--- src/rtl/if_fetch.sv ---
// Instruction-fetch stage: takes a PC from the PC generator, performs one
// outstanding 64-bit instruction-memory read and hands {inst, pc, exc} to decode.
module if_fetch #(
  parameter int                PC_W     = 64,
  parameter int                INST_W   = 32,
  parameter int                BUS_W    = 64,
  parameter logic [INST_W-1:0] NOP_INST = 32'h00000013
) (
  input  logic              clk,
  input  logic              rst,
  input  logic [PC_W-1:0]   pc_i,
  input  logic              new_sign_i,
  input  logic              flush_i,
  output logic              pc_stall_o,
  output logic              imem_req_valid_o,
  input  logic              imem_req_ready_i,
  output logic [PC_W-1:0]   imem_req_addr_o,
  input  logic              imem_resp_valid_i,
  input  logic [BUS_W-1:0]  imem_resp_data_i,
  input  logic              imem_resp_err_i,
  output logic              if_valid_o,
  input  logic              id_ready_i,
  output logic [INST_W-1:0] if_inst_o,
  output logic [PC_W-1:0]   if_pc_o,
  output logic              if_exc_o
);

  typedef enum logic [2:0] {IDLE, REQ, WAIT, DROP, OUT} state_t;

  state_t            state;
  logic [PC_W-1:0]   pc_q;
  logic              drop;
  logic [INST_W-1:0] beat_inst;

  assign pc_stall_o = (state != IDLE);

  // pc_q[2] picks the upper or lower half of the aligned 64-bit beat
  assign beat_inst = pc_q[2] ? imem_resp_data_i[2*INST_W-1:INST_W]
                             : imem_resp_data_i[INST_W-1:0];

  always_ff @(posedge clk) begin
    if (!rst) begin
      state            <= IDLE;
      drop             <= 1'b0;
      pc_q             <= '0;
      imem_req_valid_o <= 1'b0;
      imem_req_addr_o  <= '0;
      if_valid_o       <= 1'b0;
      if_inst_o        <= '0;
      if_pc_o          <= '0;
      if_exc_o         <= 1'b0;
    end else begin
      unique case (state)
        IDLE: begin
          if (!flush_i && new_sign_i) begin
            pc_q <= pc_i;
            if (pc_i[1:0] != 2'b00) begin
              // misaligned PC never reaches the bus
              state      <= OUT;
              if_valid_o <= 1'b1;
              if_inst_o  <= NOP_INST;
              if_pc_o    <= pc_i;
              if_exc_o   <= 1'b1;
            end else begin
              state            <= REQ;
              imem_req_valid_o <= 1'b1;
              imem_req_addr_o  <= {pc_i[PC_W-1:3], 3'b000};
            end
          end
        end
        REQ: begin
          // a request once raised is never withdrawn; a flush only marks it dead
          if (flush_i) drop <= 1'b1;
          if (imem_req_ready_i) begin
            imem_req_valid_o <= 1'b0;
            state            <= (drop || flush_i) ? DROP : WAIT;
          end
        end
        WAIT: begin
          if (imem_resp_valid_i) begin
            if (flush_i) begin
              state <= IDLE;
            end else begin
              state      <= OUT;
              if_valid_o <= 1'b1;
              if_pc_o    <= pc_q;
              if_exc_o   <= imem_resp_err_i;
              if_inst_o  <= imem_resp_err_i ? NOP_INST : beat_inst;
            end
          end else if (flush_i) begin
            drop  <= 1'b1;
            state <= DROP;
          end
        end
        DROP: begin
          if (imem_resp_valid_i) begin
            drop  <= 1'b0;
            state <= IDLE;
          end
        end
        OUT: begin
          if (flush_i || id_ready_i) begin
            if_valid_o <= 1'b0;
            state      <= IDLE;
          end
        end
        default: state <= IDLE;
      endcase
    end
  end

endmodule
--- config.mk ---
export PLATFORM = sky130hd
export DESIGN_NAME = if_fetch
export DESIGN_NICKNAME = d
export VERILOG_FILES = /design/src/rtl/if_fetch.sv
export SDC_FILE = /design/constraint.sdc
export NUM_CORES = 1
export LEC_CHECK = 0
export CORE_AREA = 4 4 142 144
export CTS_BUF_LIST = sky130_fd_sc_hd__clkbuf_16
export DETAILED_ROUTE_END_ITERATION = 10
export DIE_AREA = 0 0 146 148
export GPL_ROUTABILITY_DRIVEN = 0
export PLACE_DENSITY = 0.84
export SLEW_MARGIN = 20
export SYNTH_ARGS = -nofsm -noshare
export SYNTH_HDL_FRONTEND = slang
export SYNTH_SLANG_ARGS = --single-unit
--- constraint.sdc ---
create_clock -name clk -period 7.02 [get_ports clk]
set_clock_uncertainty 0.2 [all_clocks]
set_input_delay 2.106 -clock clk [delete_from_list [all_inputs] [get_ports clk]]
set_output_delay 2.106 -clock clk [all_outputs]
set_load 0.1 [all_outputs]
==> results_dict.tcl, run 1 <==
set metrics [dict create \
    synth.top_cell.area_share 0.491 \
    cts-resized-gates 0 \
    fp.dieH_um 148 \
    cap_violations 0 \
    hp-class "reg -> reg" \
    setup_tns_ps 0 \
    grt_max_degree 143 \
    fp-row-count 50 \
    final_area_sq_um 12900 \
    rsz0062_at_grt "no" \
    syn_area_per_cell_sq_um 9.18 \
    regArea_sq_um 4570 \
    clk_latency_ps 490 \
    netSwitchingFraction 0.317 \
    power_switching_w 0.00102 \
    hp-start "pc_q[36]" \
    post_drt_wl_per_cell_um 18.2 \
    grt_pass1_wl_um 43100 \
    slew_headroom 0.275 \
    synth.area.top_cells "dfxtp_1 (49%), mux2i_1 (17%), a21oi_1 (8.8%)" \
    cp.required_ps 4710 \
    drv_slew 0 \
    clk_pin_slew_ps 60 \
    finalHoldViolations 0 \
    dr.pass1.iters 5 \
    path_max_fanout 16 \
    antenna_found_initial 2 \
    area_growth_pct 39.3 \
    end_kind "output port" \
    cts_hold_buf 0 \
    cts-buffers-inserted 23 \
    portBuffers 296 \
    ys_ff_latch 228 \
    hold_path_end "pc_q[36]" \
    worstHoldPathCells 2 \
    placeableCoreArea_sq_um 18700 \
    clockBufferDepth 3 \
    synthCells 1012 \
    tightest_slew_ps 1080 \
    pin_count 300 \
    avgViaCountPerCell 5.52 \
    rr_endpoint "if_inst_o[8]" \
    seqPwrFrac 0.434 \
    nFillCells 1466 \
    htreeDepth 1 \
    pwr-share-comb 0.219 \
    cts_root_buffer "clkbuf_16" \
    die-area_sq_um 21600 \
    ff2ff_setup_slack_ps 3880 \
    drive_gt1_frac 0.0434 \
    place_area_sq_um 12200 \
    p_clk_frac 0.347 \
    initial_core_util 0.497 \
    wirelength_um 27300 \
    yosys_warnings 0 \
    grt_usage 0.238 \
    internal_power_w 0.00219 \
    critical_path_class "reg -> out" \
    place_hpwl_um 18300 \
    initialDrtViolationCount 434 \
    cts_tree "done" \
    grt_pass1_vias 8022 \
    status "finished, final reports clean" \
    fin_nets 1389 \
    dieWidth_um 146 \
    timing.fmax_mhz 203 \
    r2r_cells 5 \
    postCtsSetupBuffers 0 \
    synth_area_leader_cell "dfxtp_1" \
    rr_startpoint "state[1]" \
    whs_ps 253 \
    netlist-cell-type-count 34 \
    powerDensity_nw_per_um2 248 \
    cp.arrival_ps 2610 \
    power.leakage_nw 4.77 \
    fin_crit_sh 0.700 \
    start_kind "register" \
    globalRouteOverflowTotal 0 \
    ant_nets 0 \
    num_vias 8286 \
    multi_input_area_sq_um 4290 \
    synth_area_sq_um 9290 \
    setup_viol 0 \
    layout_min_cycle_time_ps 4920 \
    clock-sinks 228 \
    drc 0 \
    peakVddDrop_mv 0.202 \
    ys_seq_area_frac 0.491 \
]
[worst max path at each step]
stage | to | from | slack [ps]
4_1_cts | pc_stall_o | state[0] | 2120
5_1_grt | pc_stall_o | state[0] | 2050
3_3_place_gp | if_pc_o[52] | flush_i | 2040
3_5_place_dp | if_pc_o[51] | flush_i | 2000
2_1_floorplan | if_inst_o[23] | flush_i | 3300
6_report | pc_stall_o | state[0] | 2100
[metal layers]
| layer | global-route usage | up-vias | wire length (um) |
|---|---|---|---|
| li1 | - | 4071 | - |
| met1 | 0.304 | 3893 | 11500 |
| met2 | 0.401 | 271 | 13000 |
| met3 | 0.0635 | 49 | 2150 |
| met4 | 0.0673 | 2 | 658 |
| met5 | 0 | - | 13 |
[kinds of logic (layout without fill, tap and decap cells)]
logic type,Yosys count,count (layout),synth area share
AOI/OAI and AO/OA,273,273,0.169
xor gates and xnor gates,1,1,0.000943
buffers and inverters,101,353,0.0507
DFF,228,228,0.491
muxes,155,155,0.167
other,1,4,0.000404
and+or+nand+nor,253,253,0.121
[sequential cells by signal, summed over array words and instances, names as in the netlist]
name              flops
imem_req_addr_o      61
if_valid_o            1
if_inst_o            32
if_pc_o              64
imem_req_valid_o      1
drop                  1
pc_q                 64
state                 3
if_exc_o              1
[power by group through the flow]
stage / clock, W / combinational, W / sequential [W]
3_3_place_gp: 0 / 0.000692 / 0.00142
4_1_cts: 0.00114 / 0.000702 / 0.00139
6_report: 0.00112 / 0.000703 / 0.00139
3_5_place_dp: 0 / 0.000700 / 0.00142
5_1_grt: 0.00119 / 0.000739 / 0.00140
2_1_floorplan: 0 / 0.000212 / 0.00169
[cells in the mapped netlist]
cell	number
a211oi_1	70
a21oi_1	163
a311oi_1	1
a31oi_1	2
and3_1	1
buf_1	1
buf_2	25
buf_4	8
buf_6	4
clkbuf_1	60
conb_1	1
dfxtp_1	228
inv_1	2
inv_2	1
mux2i_1	155
nand2_1	134
nand2b_1	3
nand3_1	1
nand4_1	1
nor2_1	69
nor2b_1	4
nor3_1	3
nor3_4	1
nor3b_1	2
o211ai_1	1
o21a_1	1
o21ai_0	31
o21ai_1	1
o221a_2	1
o311ai_0	2
or3_1	4
or4_1	29
or4b_2	1
xnor2_1	1
[worst max-delay path, stage by stage (launching register included)]
cell and delay, ps:
dfxtp_1 660, or3_1 260, clkdlybuf4s50_1 1190
[cells in the final DEF, fill, tap and decap left out, drive strengths merged, types with 23 or more instances in the layout]
cell type	n
or4	29
clkdlybuf4s50	296
a21oi	163
dfxtp	228
a211oi	70
nor2	69
nand2	134
o21ai	32
clkbuf	23
mux2i	155
[layout make-up]
cell class | count | area share
Clock inverter | 15 | 0.00687
Antenna cell | 1 | 0.000193
Multi-Input combinational cell | 685 | 0.332
Tap cell | 234 | 0.0226
Sequential cell | 228 | 0.353
Clock buffer | 23 | 0.0445
Inverter | 3 | 0.00126
Timing Repair Buffer | 312 | 0.240
[stage by stage]
step                cells  setup WS [ps]  power (W)  utilization
CTS                  1499           2120    0.00323        0.690
global placement     1461           2040    0.00211        0.655
global route         1501           2050    0.00333        0.692
floorplan            1014           3300    0.00190            -
finish               1501           2100    0.00321        0.692
detailed placement   1461           2000    0.00212        0.655
(Power assumes the default switching activity.)
==> inputs of run 2 (changes only) <==
CORE_AREA = 4 4 148 150   (was 4 4 142 144)
DIE_AREA = 0 0 152 154   (was 0 0 146 148)
PLACE_DENSITY = 0.78   (was 0.84)
clock period = 5.1 ns   (was 7.02 ns; I/O delays follow)
==> run 2 against run 1 <==
Core utilization down 6.0 points. Total power up 40%. Clock power up 44%. Wire length down 1.3%. Non-clock buffer count down 1. Highest routed layer unchanged. Global-route usage down 2.1 points. Die area up 8.3%. Via count down 1.0%.
==> results_dict.tcl, run 2 (synthesized netlist as in run 1, its figures left out) <==
set metrics [dict create \
    hold_path_end "pc_q[39]" \
    layout_commonest_cell "clkdlybuf4s50_1" \
    cts-resized-gates 0 \
    rr_endpoint "if_pc_o[4]" \
    initial_core_util 0.449 \
    grt_usage 0.218 \
    end_kind "output port" \
    critPathBufInv 1 \
    dpl.cell_count 1502 \
    cap_violations 0 \
    peakVddDrop_mv 0.297 \
    globalRouteOverflowTotal 0 \
    initialDrtViolationCount 312 \
    area_growth_pct 40.8 \
    layout_min_cycle_time_ps 3770 \
    grt_max_degree 109 \
    start_kind "register" \
    ant_nets 0 \
    critical_path_class "reg -> out" \
    rr_startpoint "state[1]" \
    seqPwrFrac 0.426 \
    crit_family "buffers and inverters" \
    pwr-share-comb 0.216 \
    die-area_sq_um 23400 \
    critical_path.max_stage_delay_ps 1190 \
    cts_root_buffer "clkbuf_16" \
    place_hpwl_um 17700 \
    rsz0062_at_grt "no" \
    clk_pin_slew_ps 60 \
    fp-row-count 53 \
    fin_nets 1389 \
    powerDensity_nw_per_um2 344 \
    post_drt_wl_per_cell_um 17.4 \
    cp.required_ps 3370 \
    portBuffers 296 \
    grt_pass1_wl_um 43100 \
    finalHoldViolations 0 \
    cts_tree "done" \
    postCtsSetupBuffers 0 \
    dr.pass1.iters 5 \
    setup_tns_ps 0 \
    whs_ps 254 \
    p_clk_frac 0.358 \
    crit_slowest_cell "clkdlybuf4s50_1" \
    worstHoldPathCells 2 \
    pin_count 300 \
    num_vias 8200 \
    crit_chain "clkdlybuf4s50_1" \
    utilization 0.632 \
    stdcell_count 1544 \
    clockBufferDepth 3 \
    hp-start "pc_q[39]" \
    mostFrequentLayoutCells "clkdlybuf4s50_1 (295), dfxtp_1 (227), a21oi_1 (163)" \
    grt_pass1_vias 7910 \
    slew_headroom 0.288 \
    cp.arrival_ps 2040 \
    power_switching_w 0.00141 \
    p_total_w 0.00449 \
    fin_crit_sh 0.740 \
    drive_gt1_frac 0.0449 \
    avgViaCountPerCell 5.31 \
    tightest_slew_ps 1070 \
    timing.fmax_mhz 265 \
    hp-class "reg -> reg" \
    htreeDepth 1 \
    setup_viol 0 \
    status "finished, final reports clean" \
    r2r_cells 5 \
    drv_slew 0 \
    cts-buffers-inserted 24 \
    wirelength_um 26900 \
    cts_hold_buf 0 \
    clock-sinks 228 \
    internal_power_w 0.00309 \
    reg_top3 "if_pc_o x64, pc_q x64, imem_req_addr_o x61" \
    antenna_found_initial 3 \
    netSwitchingFraction 0.313 \
    drc 0 \
    power.leakage_nw 4.81 \
    fp.dieH_um 154 \
    placeableCoreArea_sq_um 20700 \
    clk_latency_ps 500 \
    ff2ff_setup_slack_ps 2380 \
    dieWidth_um 152 \
    path_max_fanout 2 \
    insertedDiodeCount 0 \
]
==> run 2: per-layer routing <==
layer,global-route usage,wire [um],up-vias
met2,0.372,13100,258
met3,0.0698,2220,32
met5,0,46,-
met4,0.0428,404,6
li1,-,-,4064
met1,0.273,11200,3840
==> run 2: area by class of cell <==
class / count / area, sq um
Fill cell: 1738 / 7610
Inverter: 3 / 16.3
Tap cell: 275 / 344
Clock buffer: 25 / 626
Timing Repair Buffer: 311 / 3140
Clock inverter: 17 / 96.3
Multi-Input combinational cell: 685 / 4290
Sequential cell: 228 / 4570
==> run 2: worst min-delay path, delay by kind of cell (launching register included) <==
family | cells | cell delay (ps)
AO/OA/AOI/OAI | 1 | 50
AND/OR/NAND/NOR | 1 | 50
flip-flops | 1 | 310
==> run 2: worst max-delay path by stage <==
stage | startpoint | endpoint | slack (ps) | cells after the start
floorplan | flush_i | if_inst_o[23] | 1960 | 6
global placement | flush_i | if_pc_o[19] | 1270 | 5
detailed placement | flush_i | if_inst_o[8] | 1210 | 5
CTS | if_exc_o | if_exc_o | 1280 | 1
global route | if_valid_o | if_valid_o | 1270 | 1
finish | if_exc_o | if_exc_o | 1330 | 1
==> run 2: per-stage QoR <==
| step | setup slack [ps] | cell area, sq um |
|---|---|---|
| after floorplan | 1960 | 9300 |
| after global placement | 1270 | 12400 |
| after detailed placement | 1210 | 12400 |
| after CTS | 1280 | 13100 |
| after global routing | 1270 | 13100 |
| final | 1330 | 13100 |
==> run 2: power by group through the flow <==
stage / Sequential [W] / Clock, W / Combinational [W]
2_1_floorplan: 0.00232 / 0 / 0.000292
3_3_place_gp: 0.00195 / 0 / 0.000969
3_5_place_dp: 0.00195 / 0 / 0.000976
4_1_cts: 0.00191 / 0.00166 / 0.000979
5_1_grt: 0.00192 / 0.00173 / 0.00102
6_report: 0.00191 / 0.00161 / 0.000972
==> inputs of run 3 (changes only) <==
clock period = 3.7 ns   (was 5.1 ns; I/O delays follow)
==> run 3 against run 2 <==
Critical endpoint is now pc_stall_o. Cell area fell by 2.0%. Wire length fell by 0.85%. Worst setup slack got worse by 700 ps. Sequential share of layout area rose by 0.73 points. Non-clock buffer count rose by 7. Core utilization fell by 1.3 points. Cell count rose by 0.52%. Clock power rose by 44%. Die area did not move. Via count rose by 1.0%. Worst hold slack got worse by 0.58 ps. First-iteration DRC count rose by 24%.
==> results_dict.tcl, run 3 (synthesized netlist as in run 1, its figures left out) <==
set metrics [dict create \
    cts-buffers-inserted 25 \
    power.leakage_nw 5.19 \
    cp.required_ps 2390 \
    cts_tree "done" \
    placeableCoreArea_sq_um 20700 \
    clk_pin_slew_ps 60 \
    clockBufferDepth 3 \
    hp-class "reg -> reg" \
    fin_nets 1397 \
    drv_slew 0 \
    reg_top3 "if_pc_o x64, pc_q x64, imem_req_addr_o x61" \
    grt_pass1_vias 8179 \
    globalRouteOverflowTotal 0 \
    setup_tns_ps 0 \
    dr.pass1.iters 5 \
    die-area_sq_um 23400 \
    mostFrequentLayoutCells "dfxtp_1 (227), buf_4 (175), a21oi_1 (163)" \
    path_max_fanout 16 \
    rsz0062_at_grt "no" \
    nFillCells 1767 \
    slew_headroom 0.310 \
    area_growth_pct 37.9 \
    fp.dieH_um 154 \
    cts_root_buffer "clkbuf_16" \
    grt_usage 0.216 \
    antenna_found_initial 3 \
    avgViaCountPerCell 5.34 \
    cts_hold_buf 0 \
    grt_max_degree 70 \
    drc 0 \
    pin_count 300 \
    tightest_slew_ps 1030 \
    timing.fmax_mhz 326 \
    post_drt_wl_per_cell_um 17.2 \
    fin_crit_sh 0.829 \
    whs_ps 253 \
    dieWidth_um 152 \
    cts-resized-gates 0 \
    num_vias 8286 \
    clock-sinks 228 \
    finalHoldViolations 0 \
    grt_pass1_wl_um 43000 \
    cap_violations 0 \
    drive_gt1_frac 0.177 \
    cp.arrival_ps 1760 \
    peakVddDrop_mv 0.368 \
    layout_commonest_cell "dfxtp_1" \
    initial_core_util 0.449 \
    portBuffers 296 \
    layout_min_cycle_time_ps 3070 \
    insertedDiodeCount 0 \
    ant_nets 0 \
    initialDrtViolationCount 387 \
    fp-row-count 53 \
    setup_viol 0 \
    clk_latency_ps 510 \
    powerDensity_nw_per_um2 491 \
    htreeDepth 1 \
    critical_path_class "reg -> out" \
    place_hpwl_um 18000 \
    end_kind "output port" \
    status "finished, final reports clean" \
    postCtsSetupBuffers 0 \
    start_kind "register" \
    wirelength_um 26700 \
]
run 3: cell types whose count changed in the layout (fill, tap and decap cells not counted), sizes merged:
cell,before,now
clkdlybuf4s50,295,135
clkinv,10,9
bufinv,1,2
inv,9,10
buf,16,183
run 3: layout make-up:
cell class              count  area [sq um]  share of cell area
repair buffers            318          2830               0.221
clock buffers              25           626              0.0488
clock inverters            18           139              0.0108
well taps                 275           344              0.0269
flip-flops and latches    228          4570               0.356
multi-input cells         685          4290               0.335
inverters                   3          16.3             0.00127
run 3: per-layer routing:
metal / global-route usage / wire [um] / vias up
met5: 0 / 47 / -
met4: 0.0518 / 561 / 6
met3: 0.0726 / 2210 / 47
met2: 0.369 / 12700 / 263
met1: 0.266 / 11100 / 3888
li1: - / - / 4082
run 3: final timing paths:
path / start / to / slack (ps) / cells past startpoint
max: state[0] / pc_stall_o / 630 / 2
min: pc_q[7] / pc_q[7] / 250 / 2
max reg2reg: state[1] / if_inst_o[5] / 1290 / 5
min reg2reg: pc_q[7] / pc_q[7] / 250 / 2
run 3: worst max-delay path, stage by stage (launching register included):
cell and delay [ps]:
dfxtp_1 640, or3_1 270, buf_4 330
run 3: through the flow:
step,area (sq um),util,instances,total power [W],setup slack (ps)
final,12800,0.619,1552,0.00628,631
after global routing,12800,0.619,1552,0.00655,533
after CTS,12800,0.619,1552,0.00635,615
after detailed placement,12000,0.582,1509,0.00402,536
after global placement,12000,0.582,1509,0.00401,596
after floorplan,9300,-,1014,0.00360,979
run 3: report_power, final:
group / leakage [nW] / internal [W] / switching [W] / total, W
sequential: 1.86 / 0.00257 / 0.0000709 / 0.00264
clock: 0.405 / 0.00136 / 0.000959 / 0.00232
combinational: 2.93 / 0.000392 / 0.000933 / 0.00132
